**config.mk**
```make
export PLATFORM = sky130hd
export DESIGN_NAME = hit_manager
export DESIGN_NICKNAME = d
export VERILOG_FILES = /design/src/rtl/hit_manager.sv
export SDC_FILE = /design/constraint.sdc
export NUM_CORES = 1
export LEC_CHECK = 0
export ABC_AREA = 0
export CAP_MARGIN = 20
export CORE_UTILIZATION = 56
export CTS_CLUSTER_SIZE = 16
export DETAILED_ROUTE_END_ITERATION = 10
export PLACE_DENSITY = 0.87
export REMOVE_ABC_BUFFERS = 1
export SLEW_MARGIN = 20
export SYNTH_ARGS = -nofsm -noshare
export SYNTH_HDL_FRONTEND = slang
export SYNTH_SLANG_ARGS = --single-unit
export TNS_END_PERCENT = 10
```
**constraint.sdc**
```tcl
create_clock -name Pclk -period 2.6 [get_ports Pclk]
set_input_delay 0.39 -clock Pclk [delete_from_list [all_inputs] [get_ports Pclk]]
set_output_delay 0.39 -clock Pclk [all_outputs]
set_load 0.01 [all_outputs]
```
**src/rtl/hit_manager.sv**
```systemverilog
// Frame-level hit detection, HP and invulnerability tracking for the heart sprite.
// Optional heart blink during invulnerability: define HIT_BLINK_EN.
module hit_manager #(
    parameter int HP_MAX        = 20,
    parameter int DAMAGE        = 3,
    parameter int MIN_OVERLAP   = 4,
    parameter int INVULN_FRAMES = 30
) (
    input  logic       Pclk,
    input  logic       reset,
    input  logic       isCollision,
    input  logic       frame_end,
    input  logic       game_start,
    output logic [7:0] hp,
    output logic       hit_pulse,
    output logic       invuln,
    output logic       heart_visible,
    output logic       game_over,
    output logic [1:0] state_dbg
);

    typedef enum logic [1:0] {
        IDLE   = 2'b00,
        PLAY   = 2'b01,
        INVULN = 2'b10,
        DEAD   = 2'b11
    } state_e;

    localparam logic [7:0] HP_INIT = 8'(HP_MAX);
    localparam logic [7:0] DMG     = 8'(DAMAGE);
    localparam logic [9:0] MIN_OV  = 10'(MIN_OVERLAP);
    localparam logic [7:0] INV_TMR = 8'(INVULN_FRAMES);

    state_e     state_q, state_d;
    logic [7:0] hp_q, hp_d;
    logic [9:0] cnt_q, cnt_d;
    logic [7:0] timer_q, timer_d;
    logic       hit_pulse_q, hit_pulse_d;
    logic       invuln_q, invuln_d;

    logic [9:0] cnt_now;
    logic [8:0] hp_sub;
    logic [7:0] hp_hit;
    logic       qualify;

    // Current cycle's collision counts toward the frame closing on this cycle
    always_comb begin
        cnt_now = cnt_q;
        if (isCollision && cnt_q != 10'h3FF) begin
            cnt_now = cnt_q + 10'd1;
        end
        hp_sub  = {1'b0, hp_q} - {1'b0, DMG};
        hp_hit  = hp_sub[8] ? 8'd0 : hp_sub[7:0];
        qualify = (cnt_now >= MIN_OV);
    end

    always_ff @(posedge Pclk) begin
        if (reset) begin
            state_q     <= IDLE;
            hp_q        <= HP_INIT;
            cnt_q       <= 10'd0;
            timer_q     <= 8'd0;
            hit_pulse_q <= 1'b0;
            invuln_q    <= 1'b0;
        end else begin
            state_q     <= state_d;
            hp_q        <= hp_d;
            cnt_q       <= cnt_d;
            timer_q     <= timer_d;
            hit_pulse_q <= hit_pulse_d;
            invuln_q    <= invuln_d;
        end
    end

    always_comb begin
        state_d = state_q;
        if (game_start) begin
            state_d = PLAY;
        end else if (frame_end) begin
            unique case (state_q)
                PLAY: begin
                    if (qualify) begin
                        state_d = (hp_hit == 8'd0) ? DEAD : INVULN;
                    end
                end
                INVULN: begin
                    if (timer_q <= 8'd1) begin
                        state_d = PLAY;
                    end
                end
                default: state_d = state_q;
            endcase
        end
    end

    always_comb begin
        hp_d        = hp_q;
        cnt_d       = frame_end ? 10'd0 : cnt_now;
        timer_d     = timer_q;
        hit_pulse_d = 1'b0;
        if (game_start) begin
            hp_d    = HP_INIT;
            timer_d = 8'd0;
            cnt_d   = 10'd0;
        end else if (frame_end) begin
            unique case (state_q)
                PLAY: begin
                    if (qualify) begin
                        hp_d        = hp_hit;
                        hit_pulse_d = 1'b1;
                        timer_d     = INV_TMR;
                    end
                end
                INVULN: begin
                    timer_d = (timer_q == 8'd0) ? 8'd0 : timer_q - 8'd1;
                end
                default: timer_d = timer_q;
            endcase
        end
        invuln_d = (state_d == INVULN);
    end

`ifdef HIT_BLINK_EN
    logic [1:0] blink_q, blink_d;

    // Cleared on entry so the heart starts hidden on the first invulnerable frame
    always_comb begin
        blink_d = blink_q;
        if (state_d == INVULN && state_q != INVULN) begin
            blink_d = 2'd0;
        end else if (state_q == INVULN && frame_end) begin
            blink_d = blink_q + 2'd1;
        end
    end

    always_ff @(posedge Pclk) begin
        if (reset) begin
            blink_q <= 2'd0;
        end else begin
            blink_q <= blink_d;
        end
    end

    assign heart_visible = (state_q == INVULN) ? blink_q[1] : 1'b1;
`else
    assign heart_visible = 1'b1;
`endif

    always_comb begin
        hp        = hp_q;
        hit_pulse = hit_pulse_q;
        invuln    = invuln_q;
        game_over = (state_q == DEAD);
        state_dbg = state_q;
    end

endmodule

```
After elaboration in Yosys (flattened, before gate mapping) --
Cells that the tools add are included. Widths: inputs -> output; s select.
Operators by class: magnitude comparators 2, add/subtract/negate cells 3, equality and inequality tests 6, multiplexer cells 12, bitwise logic cells 2, reduce and logical (&&, ||, !) cells 9
Operators with widths (count):
- $mux 8 | 3
- $logic_not 8->1 | 2
- $pmux 8 s2 | 1
- $add 10x1->10 const B | 1
- $ge 10x3->1 const B | 1
- $mux 10 | 1
- $ne 10x10->1 const B | 1
- $sub 8x2->9 const B | 1
- $le 8x1->1 const B | 1
- $mux 2 | 4
- $sub 8x1->8 const B | 1
- $eq 2x2->1 const B | 3
- $reduce_and 3->1 | 2
- $pmux 2 s2 | 1
- $reduce_or 4->1 | 1
- $reduce_or 3->1 | 1
- $eq 2x1->1 const B | 1
- $mux 1 | 2
- $ne 2x2->1 const B | 1
- $not 1->1 | 2
- $reduce_bool 2->1 | 1
- $reduce_or 2->1 | 1
- $logic_and 1x1->1 | 1
Storage, ports and cells: bits of input ports 5, logic and storage cells 40, bits in registers 30, output and inout port bits 14

Depth between registers and ports, before layout --
word-level depth 9, depth in mapped cells 10, depth with buffers taken out 8

Worst setup path after synthesis --
Ideal clock, no wire load.
kind input-to-reg, from input port isCollision, to register hp_q[2], in the netlist hp[2], buffers on the path 2, library setup time 0.062 ns, data required time 2.538 ns, arrival 2.258 ns, stages 9, path slack 0.279 ns, cells stage by stage and3_1 > buf_6 > and3b_4 > mux2_4 > o221a_4 > a21o_1 > buf_6 > or4_1 > nand3_1
Between the ends: longest elaborated chain between the ends 4
Ends and longest elaborated chain:
- start, declared | line 11 | input logic isCollision,
- $logic_and 1x1->1 | line 49 | if (isCollision && cnt_q != 10'h3FF) begin
- $mux 10 | line 49
- $ge 10x3->1 | line 54 | qualify = (cnt_now >= MIN_OV);
- $reduce_and 3->1 (no line)
- end signal, assigned | line 67 | hp_q <= hp_d;
- end, declared | line 35 | logic [7:0] hp_q, hp_d;
Every way passes these cells. A chain may end at the register's enable or synchronous reset.

Final worst setup path --
from input port isCollision, to register hp_q[3], in the netlist hp[3]
Same word-level chain as after synthesis.

==> key figures <==
Layout
  – Layout cells sized above 1: 0.157
  – Commonest non-fill, non-tap cell in the layout: dfxtp_1
  – Antenna Cells: 0
  – Most frequent cells in the layout: dfxtp_1 (30), nor2_1 (27), nand2_1 (24)
  – # fillers: 253
  – Area grow syn2layout: 20.5%
  – Util after Layout: 0.720
  – NumNets Final: 281
  – Final Non-Filler Cells: between 300 and 400

STA
  – Skew final: 0.0119 ns
  – Final number of setup-violating endpoints: 0
  – RSZ-0062 raised after global routing: no
  – Final-report max-slew violation count: 0
  – Fmax: 0.408 GHz
  – Setup ws final: 0.150 ns
  – Minimum clock period: ~2.4 ns
  – Period utilisation layout: 0.942
  – Tightest Pin Transition: 0.581 ns
  – TNS Setup: 0 ns
  – Final Hold Viols: 0
  – Slew Limit Headroom: 0.611

Clock network
  – Post-cts hold buffer count: 0
  – Number of post-CTS setup repair buffers: 0
  – CTS sink cnt: 30
  – Clk buf depth: 2
  – CTS tree: done
  – Worst-path clk slew: 0.09 ns
  – Root cell of the clock tree: clkbuf_4
  – H-tree Lvls: 2
  – Worst skew pair latency: 0.33 ns
  – Num CTS Buffers: 5
  – CTS resizes: 0

Route
  – # DRC: 0
  – Initial drt markers: 160
  – DRT antenna net count: 0
  – Routed len/inst: roughly 14 µm
  – DRT Pass-1 Iters: 4
  – Routed wire length: 4430 µm
  – Vias per inst: 5.96
  – Via count: 1860

Place
  – Pre-CTS setup slack: -0.183 ns
  – RePlAce Congestion: 0.865
  – I/O Buffers: 17
  – Cells after DPL: 306
  – DP HPWL: 3270 µm

Worst setup path
  – CP arrival: ~2.7 ns
  – R2r setup slk: 0.19 ns
  – Largest fanout on the critical path: 8
  – Worst setup SP type: input port
  – Required time of the critical path: 2.87 ns
  – Crit. End Element: flip-flop
  – WS Path Type: in -> reg
  – FF-to-FF path depth: 7
  – RR Endpoint: hp[3]
  – Critical R2R Launch: cnt_q[6]

Logic synthesis
  – Number of flops mapped to enable cells by yosys: 0
  – Distinct cells, synth: 58
  – Largest cells by area after synthesis: dfxtp_1 (32%), nor2_1 (5.5%), nand2_1 (4.9%)
  – Area leader, netlist: dfxtp_1
  – Syn_area_per_cell: 7.92 µm²
  – Synth top area share: 0.324
  – Seq/Total Area, Yosys: 0.324
  – Mapped cell area: between 1500 and 2000 µm²
  – Synth async-reset ratio: 0
  – Ys Warns: 0
  – Synth Flop Type: dfxtp_1
  – Synth Register Bits: 30
  – Number of standard cells after synthesis: between 200 and 250

GRT
  – M1 GR Usage: 0.380
  – Initial antenna violation count: 0
  – GRT met3 Usage: 0.0873
  – Total gr overflow: 0
  – Global-route wire length before repair: 7510 µm
  – GR Util met2: 0.430
  – Largest net degree at the start of global routing: 15
  – Top Usage Layer GRT: met2
  – Vias in the first global route: between 1500 and 2000
  – GR Util All Layers: 0.283

Die
  – DIE WIDTH: 59.5 µm
  – Number of I/O pins: 19
  – Vert. Die Dim: 59.5 µm
  – Initial Util: 0.597
  – Die area: 3540 µm²
  – Core area: 3100 µm²
  – Row Count: 20

Power and ir drop
  – Power Dens Cells: between 300 and 400 nW/µm²
  – VDD IR max: 231 µV
  – Leakage: about 0.80 nW

Run status
  – Status: finished clean

Worst hold path
  – HP Class: reg -> reg
  – Hold depth: 2
  – Hold_sp: timer_q[4]
  – Worst Hold Path EP: timer_q[4]

Flow run
  – Max-Cap Viols: 0
==> per-stage QoR <==
| stage | hold WS (ns) | power (mW) | instance area (µm²) |
|---|---|---|---|
| 2_1_floorplan | 0.446 | 0.515 | 1790 |
| 3_3_place_gp | 0.459 | 0.540 | 2180 |
| 3_5_place_dp | 0.467 | 0.541 | 2180 |
| 4_1_cts | 0.479 | 0.808 | 2230 |
| 5_1_grt | 0.514 | 0.836 | 2230 |
| 6_report | 0.473 | 0.804 | 2230 |
==> state kept, by name, summed over array words and instances (netlist names) <==
signal     cells
timer_q        8
state_dbg      2
hit_pulse      1
cnt_q         10
hp             8
invuln         1
==> worst max-delay path, cell delays in order <==
cell and delay (ns):
clkdlybuf4s50_1 0.48, and3_1 0.17, and3b_4 0.21, mux2_4 0.31, o221a_4 0.23, a21o_1 0.25
or4b_1 0.53, a21oi_1 0.14
==> area by class of cell <==
type                            count  area [µm²]  share of cell area
Inverter                            5        18.8             0.00840
Sequential cell                    30         601               0.269
Tap cell                           44        55.1              0.0246
Timing Repair Buffer               39         335               0.150
Clock buffer                        6        51.3              0.0230
Multi-Input combinational cell    188        1170               0.525
==> Yosys cell counts (2+ instances only) <==
library cell	n
or4_1	3
nor3b_1	2
buf_6	2
o22ai_1	2
nand4_1	2
mux2i_1	3
o311ai_0	2
o22a_1	2
dfxtp_1	30
o21a_1	2
buf_2	3
o211ai_1	4
a21o_2	2
a21o_1	2
xnor2_1	2
a21oi_1	17
a211oi_1	3
nor3_1	13
a31oi_1	5
xor2_1	3
nand3b_1	2
nand3_1	12
nand2_1	24
or2_2	4
and3_1	6
ha_1	7
nor2_1	27
inv_1	5
clkbuf_1	4
nor4_1	2
or3_1	3
o21ai_0	7
o41ai_1	2
==> per-layer routing <==
layer,vias to the layer above,wire (µm)
met4,0,63
met2,58,2000
met1,855,2130
li1,939,-
met3,8,227
met5,-,0
==> kinds of logic (layout without fill, tap and decap cells) <==
| family | Yosys count | in the layout | share of synthesized area |
|---|---|---|---|
| AOI/OAI and AO/OA | 64 | 64 | 0.242 |
| xor gates and xnor gates | 5 | 5 | 0.0236 |
| adders and majority gates | 7 | 7 | 0.0473 |
| buffers and inverters | 16 | 50 | 0.0446 |
| DFF | 30 | 30 | 0.324 |
| muxes | 4 | 4 | 0.0243 |
| other | 1 | 1 | 0.00202 |
| and+or+nand+nor | 107 | 107 | 0.292 |
==> where the power goes <==
part           switching (mW)  leakage [nW]  total (mW)  internal (mW)
registers             0.00403         0.242       0.466          0.462
logic                  0.0387         0.524      0.0659         0.0272
clock network           0.150        0.0302       0.272          0.122
==> worst max-delay path by stage <==
| stage | from | slack, ns | endpoint |
|---|---|---|---|
| floorplan | isCollision | 0.19 | hp[3] |
| global placement | isCollision | -0.11 | hp[3] |
| detailed placement | isCollision | -0.18 | hp[3] |
| CTS | isCollision | 0.17 | hp[3] |
| global route | isCollision | 0.02 | hp[3] |
| finish | isCollision | 0.15 | hp[3] |
No activity file was read; power rests on OpenSTA's default activity.
